--- src/rtl/riscv_pkg.sv ---
// Shared RV32 constants and the payload carried through the fetch queue.
package riscv_pkg;

  localparam int unsigned XLEN = 32;

  localparam logic [XLEN-1:0] NOP_INSTR        = 32'h0000_0013;
  localparam logic [XLEN-1:0] RESET_PC_DEFAULT = 32'h0000_0000;

  typedef struct packed {
    logic [XLEN-1:0] instr;
    logic [XLEN-1:0] pc;
  } fetch_pkt_t;

  // Force a byte address onto a 32-bit word boundary.
  function automatic logic [XLEN-1:0] align_word(input logic [XLEN-1:0] addr);
    return addr & ~XLEN'(3);
  endfunction

endpackage

--- src/rtl/fetch_buf.sv ---
// Two-entry instruction+pc queue between the ROM response and decode.
// Entry "head" is always the oldest word; push and pop may coincide.
module fetch_buf
  import riscv_pkg::*;
#(
  parameter logic [XLEN-1:0] RESET_PC = RESET_PC_DEFAULT
) (
  input  logic       clk,
  input  logic       rst_n,
  input  logic       push,
  input  fetch_pkt_t din,
  input  logic       pop,
  input  logic       flush,
  output fetch_pkt_t head,
  output logic [1:0] count
);

  localparam fetch_pkt_t RESET_PKT = '{instr: NOP_INSTR, pc: RESET_PC};

  fetch_pkt_t entry1;
  logic       do_pop;
  logic       do_push;

  assign do_pop  = pop && (count != 2'd0);
  assign do_push = push && ((count != 2'd2) || do_pop);

  // Shift-style storage: a pop moves entry1 into head.
  always_ff @(posedge clk or negedge rst_n) begin
    if (!rst_n) begin
      head   <= RESET_PKT;
      entry1 <= RESET_PKT;
      count  <= 2'd0;
    end else if (flush) begin
      count <= 2'd0;
    end else begin
      case ({do_push, do_pop})
        2'b11: begin
          if (count == 2'd1) begin
            head <= din;
          end else begin
            head   <= entry1;
            entry1 <= din;
          end
        end
        2'b10: begin
          if (count == 2'd0) head <= din;
          else               entry1 <= din;
          count <= count + 2'd1;
        end
        2'b01: begin
          head  <= entry1;
          count <= count - 2'd1;
        end
        default: ;
      endcase
    end
  end

endmodule

--- src/rtl/fetch_unit.sv ---
// Instruction fetch: issues word reads to a 1-cycle ROM, buffers responses
// in a 2-entry queue and hands them to decode with a valid/ready handshake.
module fetch_unit
  import riscv_pkg::*;
#(
  parameter int unsigned     N        = 1024,
  parameter logic [XLEN-1:0] RESET_PC = RESET_PC_DEFAULT
) (
  input  logic                 clk,
  input  logic                 rst_n,
  output logic                 imem_re,
  output logic [$clog2(N)-1:0] imem_a,
  input  logic [XLEN-1:0]      imem_rd,
  input  logic                 redirect,
  input  logic [XLEN-1:0]      redirect_pc,
  output logic                 if_valid,
  input  logic                 if_ready,
  output logic [XLEN-1:0]      if_instr,
  output logic [XLEN-1:0]      if_pc
);

  localparam int unsigned AW = $clog2(N);

  logic [XLEN-1:0] pc;
  logic [XLEN-1:0] inflight_pc;
  logic            inflight;
  logic [1:0]      count;
  logic [1:0]      pending;
  logic            pop;
  logic            push;
  fetch_pkt_t      head;
  fetch_pkt_t      resp;

  // Buffered plus outstanding words never exceed the queue depth.
  assign pending  = count + 2'(inflight);
  assign if_valid = (count != 2'd0) && !redirect;
  assign pop      = if_valid && if_ready;
  assign imem_re  = rst_n && !redirect && ((pending < 2'd2) || pop);
  assign imem_a   = pc[AW+1:2];

  // A redirect cancels the response that is landing this cycle.
  assign push = inflight && !redirect;
  assign resp = '{instr: imem_rd, pc: inflight_pc};

  assign if_instr = head.instr;
  assign if_pc    = head.pc;

  always_ff @(posedge clk or negedge rst_n) begin
    if (!rst_n) begin
      pc          <= align_word(RESET_PC);
      inflight    <= 1'b0;
      inflight_pc <= RESET_PC;
    end else if (redirect) begin
      pc       <= align_word(redirect_pc);
      inflight <= 1'b0;
    end else begin
      inflight <= imem_re;
      if (imem_re) begin
        pc          <= pc + XLEN'(4);
        inflight_pc <= pc;
      end
    end
  end

  fetch_buf #(
    .RESET_PC (RESET_PC)
  ) u_buf (
    .clk   (clk),
    .rst_n (rst_n),
    .push  (push),
    .din   (resp),
    .pop   (pop),
    .flush (redirect),
    .head  (head),
    .count (count)
  );

endmodule
--- config.mk ---
export PLATFORM = sky130hd
export DESIGN_NAME = fetch_unit
export DESIGN_NICKNAME = d
export VERILOG_FILES = /design/src/rtl/riscv_pkg.sv /design/src/rtl/fetch_buf.sv /design/src/rtl/fetch_unit.sv
export SDC_FILE = /design/constraint.sdc
export NUM_CORES = 1
export LEC_CHECK = 0
export CAP_MARGIN = 0
export CORE_MARGIN = 1
export CORE_UTILIZATION = 38
export DETAILED_ROUTE_END_ITERATION = 8
export SETUP_SLACK_MARGIN = 0.15
export SLEW_MARGIN = 0
export SYNTH_ARGS = -nofsm -noshare
export SYNTH_HDL_FRONTEND = slang
export SYNTH_SLANG_ARGS = --single-unit
--- constraint.sdc ---
create_clock -name clk -period 2.1 [get_ports clk]
set_input_delay 0.21 -clock clk [delete_from_list [all_inputs] [get_ports clk]]
set_output_delay 0.21 -clock clk [all_outputs]
set_load 0.005 [all_outputs]
==> qor_table.md, run 1 <==
| Item | Value |
|:---|:---|
| End point of the critical path | imem_re |
| Clk Latency, worst-skew pair | 0.43 ns |
| Post-synthesis async set-or-reset flop share | 1.00 |
| Final routed wirelength across all metal layers | 27000 um |
| Startpoint Class | flip-flop |
| Synthesized net count | 960 |
| Core outline area | 0.0226 mm2 |
| Count of vias placed by the detailed router | 7733 |
| Detailed-placement wirelength estimate | 15300 um |
| Worst Setup Slack post-DPL | -0.0405 ns |
| Count of buffering cells on the critical path with inverters included | 4 |
| Final RePlAce weighted congestion | 0.851 |
| Final hold violation count | 0 |
| Number of clock sinks seen by CTS | 188 |
| Reg area | 0.00471 mm2 |
| Number of routed nets with antenna violations | 0 |
| Clock tree from TritonCTS | yes |
| Non-filler cells in the finished layout | 1380 |
| Max IR drop VDD | 0.425 mV |
| Worst path arrival time | 1.86 ns |
| Total inserted antenna cells | 0 |
| IO buf count | 141 |
| Minimum period implied by the final worst setup slack | 2.07 ns |
| Crit path depth | 6 |
| Post-synthesis sequential element count | 188 |
| Total global routing overflow | 0 |
| Sw power | 4900 uW |
| Fill cell count | 1893 |
| Fraction of power consumed by combinational cells | 0.389 |
| Launching element of the worst setup path | u_buf.count[1]$_DFFE_PN0P_ |
| Vias in the first global route | 7131 |
| Fraction of final layout cells with drive strength greater than 1 | 0.258 |
| Root buf cell | clkbuf_16 |
| Final setup skew | 0.0123 ns |
| DIE HEIGHT | 154 um |
| Max stage delay cell, worst path | dfrtp_2 |
| Smallest setup slack after layout | 0.0316 ns |
| Reg2Reg Launch Point | u_buf.count[0]$_DFFE_PN0P_ |
| Pins Over Slew Limit | 0 |
| Worst-case clock buffer depth | 2 |
| CP Max Fanout | 6 |
| Number of distinct library cells after synthesis | 61 |
| Sequence of cells on the critical path | buf_6 > buf_4 > and3_4 > o311ai_4 > inv_2 > buf_6 |
| Overall power of the completed layout | 15500 uW |
| Least-Margin Pin Slew | 0.652 ns |
| Number of buffers inserted during clock tree synthesis | 17 |
| Internal power summed over all cells | 10500 uW |
| Crit path kind | flip-flop to output port |
| Relative slew margins | 0.564 |
| Area overhead of the layout relative to synthesis | 46.8% |
| Antenna violations before repair | 0 |
| RSZ-0062 raised after global routing | yes |
| Gate count of the mapped netlist | 888 |
| Hold Worst Slack | 0.241 ns |
| Most common cell type on the critical path | buf_6 |
| Longest individual stage delay on the worst path | 0.42 ns |
| Post-synth EDFFs | 0 |
| Final setup violation count | 0 |
| Clock group share of total power | 0.227 |
| Largest net degree at the start of global routing | 110 |
| Pre-Repair DR Iteration Count | 4 |
| Most used flip-flop cell after synthesis | dfrtp_1 |
| Number of placed instances, taps included | 1300 |
| Static Leak | 0.00537 uW |
| DR vias/cell | 5.60 |
| Die ar. | 0.0237 mm2 |
| Critical Path RT | 1.89 ns |
| Syn Area/Cell | 9.89 um2 |
| Path depth of the worst reg2reg path | 11 |
| Floorplan die width | 154 um |
| Post-route DRC | 0 |
| Final net count | 1154 |
| Element type at the critical path end | output port |
| Worst min-delay path category | input port to asynchronous set/reset pin |
| Status | complete, no violations |
| Power per cell area | 1200 mW/mm2 |
| Average wire length per cell after detail routing | 19.6 um |
| Share of the yosys chip area belonging to registers | 0.536 |
| Highest Clock Rate | 483 MHz |
| Initial Util | 0.388 |
| Period utilization | 0.985 |
| Area of the multi-input gates | 0.00421 mm2 |
| Global-route wire length before repair | 38700 um |
| Clock transition at path regs | 0.07 ns |
| Count of boundary I/O pins | 144 |
| Clock H-tree levels | 4 |
| Cell Rows | 55 |
| Fraction of power consumed by sequential logic | 0.384 |
| Post-synthesis instance area | 0.00878 mm2 |
| Count of synthesis-stage warnings from yosys | 0 |
| Max Cap Viol | 0 |
| CP top delay family | buffers and inverters |
| Switching power share of the total | 0.317 |
| Overall track demand over capacity in global routing | 0.207 |
| First DRT Iteration DRCs | 499 |
| Internal reg-to-reg setup slack | 0.04 ns |
| Critical R2R Capture | u_buf.head[27]$_DFFE_PN0P_ |
power groups by stage:
| stage | Combinational [uW] | Sequential [uW] | Clock (uW) |
|---|---|---|---|
| 3_5_place_dp | 4840 | 5980 | 0 |
| 5_1_grt | 6470 | 6100 | 3710 |
| 2_1_floorplan | 2360 | 5870 | 0 |
| 3_3_place_gp | 4760 | 5920 | 0 |
| 6_report | 6010 | 5940 | 3510 |
| 4_1_cts | 4970 | 5910 | 3570 |
timing repair:
action,4_1_cts,5_1_grt
cloned,2,23
hold buffers,1,0
pin swaps,20,22
setup endpoints to repair,11,116
hold endpoints to repair,18,0
buffers inserted,9,13
resized for setup,15,82
metal layers:
layer | vias to the layer above | wire (um) | GRT usage
met5 | - | 0 | 0
met4 | 0 | 303 | 0.0576
met3 | 23 | 1630 | 0.0378
met2 | 293 | 12500 | 0.310
met1 | 3819 | 12600 | 0.304
li1 | 3598 | - | -
cell usage after synthesis, types with 11 or more instances:
master / instances / area share
a22oi_1: 11 / 0.0094
a31oi_1: 72 / 0.051
buf_2: 11 / 0.0063
buf_4: 11 / 0.0094
clkbuf_1: 54 / 0.023
dfrtp_1: 182 / 0.52
mux2_2: 62 / 0.079
nand2_1: 110 / 0.047
nand3_1: 79 / 0.045
nand4_1: 14 / 0.010
nor2_1: 82 / 0.035
o21ai_0: 75 / 0.043
placed cells by master, fill, tap and decap left out, types with 3 or more instances in the layout:
cell             synthesis  final
nor4_1                   5      5
clkdlybuf4s50_1          0    137
inv_1                    6      4
buf_6                    0     19
o211ai_1                 5      5
inv_2                    1      3
xor2_1                   5      5
dfrtp_1                182    180
xnor2_1                  6      6
o31ai_1                  8      5
a31oi_1                 72     53
o21ai_0                 75     74
buf_8                    0      6
nand3_2                  0      6
buf_4                   11     50
mux2_2                  62     62
nor2b_1                  5      5
nand2_1                110    110
nor2_1                  82     80
bufinv_16                0      4
or4_1                   10      7
clkbuf_16                0     35
a31oi_4                  0     17
clkinv_4                 0      3
dfstp_2                  6      6
nand3_1                 79     72
o31ai_2                  1      3
and3_1                   5      3
and4_1                   4      4
or4_4                    1      4
buf_12                   0     19
a22oi_1                 11     11
a21oi_1                  6      4
nand4_1                 14     14
stage by stage:
stage / utilization / TNS, ns / cell area [um2]
floorplan: - / 0 / 8820
detailed placement: 0.485 / -0.0405 / 11000
finish: 0.570 / 0 / 12900
global route: 0.570 / -0.731 / 12900
global placement: 0.485 / 0 / 11000
CTS: 0.520 / 0 / 11800
worst min path at each step:
stage	endpoint	cells past startpoint	start
finish	inflight$_DFF_PN0_	2	rst_n
global route	inflight$_DFF_PN0_	2	rst_n
floorplan	inflight$_DFF_PN0_	0	rst_n
CTS	inflight$_DFF_PN0_	2	rst_n
global placement	pc[3]$_DFFE_PN0P_	1	rst_n
detailed placement	pc[3]$_DFFE_PN0P_	1	rst_n
cells by family (layout without fill, tap and decap cells):
| logic type | count (synthesis) | count (layout) | share of synthesized area |
|---|---|---|---|
| AOI/OAI and AO/OA | 200 | 200 | 0.141 |
| xor gates and xnor gates | 11 | 11 | 0.0110 |
| adders and majority gates | 4 | 4 | 0.00570 |
| DFF | 188 | 188 | 0.536 |
| buffers and inverters | 86 | 293 | 0.0430 |
| and+or+nand+nor | 335 | 335 | 0.181 |
| muxes | 64 | 64 | 0.0818 |
sequential cells by signal, summed over array words and instances, names as in the netlist:
register,count
inflight,1
inflight_pc,30
pc,30
u_buf.count,2
u_buf.entry1,62
u_buf.head,63
layout make-up:
type,count,share of cell area
clock inverter,12,0.0145
clock buffer,20,0.0346
tap,285,0.0276
timing repair buffer,254,0.230
inverter,7,0.00204
multi-input combinational,614,0.326
sequential,188,0.365
(Power assumes the default switching activity.)
==> inputs of run 2 (changes only) <==
--- a/config.mk
+++ b/config.mk
@@ -9,7 +9,6 @@
 export CORE_MARGIN = 1
 export CORE_UTILIZATION = 38
 export DETAILED_ROUTE_END_ITERATION = 8
-export SETUP_SLACK_MARGIN = 0.15
 export SLEW_MARGIN = 0
 export SYNTH_ARGS = -nofsm -noshare
 export SYNTH_HDL_FRONTEND = slang
==> run 2 against run 1 <==
  * Via count fell by 5.5%
  * Clock skew about the same
  * Die area is the same
==> qor_table.md, run 2 (synthesized netlist as in run 1, its figures left out) <==
| Item | Value |
|:---|:---|
| Detailed-placement wirelength estimate | 15000 um |
| Number of clock sinks seen by CTS | 188 |
| Static Leak | 0.00483 uW |
| Register containing the most flip-flops in the final layout | u_buf.head |
| Floorplan die width | 154 um |
| Max IR drop VDD | 0.512 mV |
| Area overhead of the layout relative to synthesis | 30.7% |
| Worst path arrival time | 2.37 ns |
| Clk Latency, worst-skew pair | 0.43 ns |
| Cell Rows | 55 |
| Fraction of final layout cells with drive strength greater than 1 | 0.181 |
| Number of placed instances, taps included | 1293 |
| Count of boundary I/O pins | 144 |
| Crit path kind | flip-flop to flip-flop |
| Fill cell count | 2079 |
| Number of routed nets with antenna violations | 0 |
| Die ar. | 0.0237 mm2 |
| First DRT Iteration DRCs | 516 |
| Initial Util | 0.388 |
| IO buf count | 141 |
| Core outline area | 0.0226 mm2 |
| Final hold violation count | 0 |
| Total global routing overflow | 0 |
| Clock transition at path regs | 0.06 ns |
| Overall track demand over capacity in global routing | 0.202 |
| Least-Margin Pin Slew | 1.00 ns |
| Hold Worst Slack | 0.239 ns |
| Final net count | 1106 |
| Non-filler cells in the finished layout | 1332 |
| Total inserted antenna cells | 0 |
| Pins Over Slew Limit | 0 |
| Smallest setup slack after layout | 0.0760 ns |
| Period utilization | 0.964 |
| Minimum period implied by the final worst setup slack | 2.02 ns |
| Final RePlAce weighted congestion | 0.874 |
| DR vias/cell | 5.49 |
| Count of vias placed by the detailed router | 7308 |
| Antenna violations before repair | 0 |
| Reg2Reg Launch Point | u_buf.count[1]$_DFFE_PN0P_ |
| Largest registers | u_buf.head: 63 flops, u_buf.entry1: 62 flops |
| Post-Place Cell Area | 0.0108 mm2 |
| Sw power | 4310 uW |
| Clock group share of total power | 0.231 |
| Element type at the critical path end | flip-flop |
| Worst Setup Slack post-DPL | -0.101 ns |
| Power per cell area | 1210 mW/mm2 |
| Pre-Repair DR Iteration Count | 5 |
| Relative slew margins | 0.331 |
| Clock H-tree levels | 4 |
| Startpoint Class | flip-flop |
| Total non-filler cell area in the finished layout | 0.0115 mm2 |
| Internal power summed over all cells | 9560 uW |
| Flip-flop count of the largest register after layout | 63 |
| End point of the critical path | pc[22]$_DFFE_PN0P_ |
| Global-route wire length before repair | 37900 um |
| Final design utilization | 0.507 |
| Clock tree from TritonCTS | yes |
| Root buf cell | clkbuf_16 |
| Fraction of power consumed by combinational cells | 0.342 |
| Highest Clock Rate | 494 MHz |
| Status | complete, no violations |
| Final setup violation count | 0 |
| Internal reg-to-reg setup slack | 0.08 ns |
| Max Cap Viol | 0 |
| Worst min-delay path category | input port to asynchronous set/reset pin |
| DIE HEIGHT | 154 um |
| Largest net degree at the start of global routing | 184 |
| Vias in the first global route | 6901 |
| Post-route DRC | 0 |
| Fraction of power consumed by sequential logic | 0.427 |
| Average wire length per cell after detail routing | 17.5 um |
| Most frequent cells in the layout | dfrtp_1 (182), clkdlybuf4s50_1 (137), nand2_1 (110), nor2_1 (81), nand3_1 (78) |
| Critical R2R Capture | pc[22]$_DFFE_PN0P_ |
| Launching element of the worst setup path | u_buf.count[1]$_DFFE_PN0P_ |
| CP Max Fanout | 5 |
| Final routed wirelength across all metal layers | 23300 um |
| Number of buffers inserted during clock tree synthesis | 17 |
| Switching power share of the total | 0.311 |
| Leading cell type in the layout, fill and taps excluded | dfrtp_1 |
| Worst-case clock buffer depth | 2 |
| Critical Path RT | 2.45 ns |
| Final setup skew | 0.0123 ns |
| Path depth of the worst reg2reg path | 7 |
[run 2: cell types whose count changed in the layout (fill, tap and decap cells not counted), moves of 6 or more]
| cell | previous run | this run |
|---|---|---|
| buf_8 | 6 | 0 |
| clkbuf_16 | 35 | 17 |
| nand3_2 | 6 | 0 |
| buf_12 | 19 | 9 |
| a31oi_1 | 53 | 71 |
| a31oi_4 | 17 | 0 |
| buf_6 | 19 | 1 |
| nand3_1 | 72 | 78 |
[run 2: final cells by class]
cell class | instances | area, um2 | area share
multi-input cells | 614 | 3790 | 0.330
clock buffers | 19 | 443 | 0.0386
clock inverters | 13 | 139 | 0.0121
well taps | 285 | 357 | 0.0311
flip-flops and latches | 188 | 4710 | 0.410
inverters | 7 | 26.3 | 0.00229
repair buffers | 206 | 2010 | 0.175
[run 2: through the flow]
step / TNS, ns / total power (uW)
after global routing: -0.00220 / 14800
after global placement: -0.540 / 10600
final: 0 / 13900
after CTS: 0 / 14000
after detailed placement: -0.740 / 10700
after floorplan: 0 / 8220
[run 2: layer usage]
layer | share of wire | global-route usage | vias up
li1 | - | - | 3496
met1 | 0.49 | 0.301 | 3560
met2 | 0.44 | 0.303 | 236
met3 | 0.055 | 0.0352 | 16
met4 | 0.0076 | 0.0519 | 0
met5 | 0 | 0 | -
[run 2: power by group through the flow]
stage,clock (uW),sequential [uW],combinational (uW)
finish,3200,5920,4750
global route,3430,6100,5250
CTS,3270,5920,4780
detailed placement,0,5990,4730
global placement,0,5920,4650
floorplan,0,5870,2350
[run 2: what timing repair did]
item	in CTS	in global routing
buffers inserted	5	1
cloned	0	0
hold endpoints to repair	5	0
pin swaps	4	4
hold buffers	1	0
setup endpoints to repair	2	3
resized for setup	7	5
[run 2: critical path: stages (launching register included)]
cell      delay [ns]
dfrtp_1         0.36
inv_2           0.06
ha_4            0.17
buf_6           0.13
or3b_4          0.40
a311oi_2        0.22
or4b_1          0.45
a31oi_1         0.17
[run 2: how the worst min path moves through the flow]
stage,start,depth (start not counted),end
6_report,rst_n,2,inflight_pc[28]$_DFFE_PN0P_
5_1_grt,rst_n,2,inflight_pc[28]$_DFFE_PN0P_
4_1_cts,rst_n,2,inflight_pc[28]$_DFFE_PN0P_
3_5_place_dp,rst_n,1,inflight_pc[30]$_DFFE_PN0P_
3_3_place_gp,rst_n,1,inflight_pc[28]$_DFFE_PN0P_
2_1_floorplan,rst_n,0,inflight$_DFF_PN0_
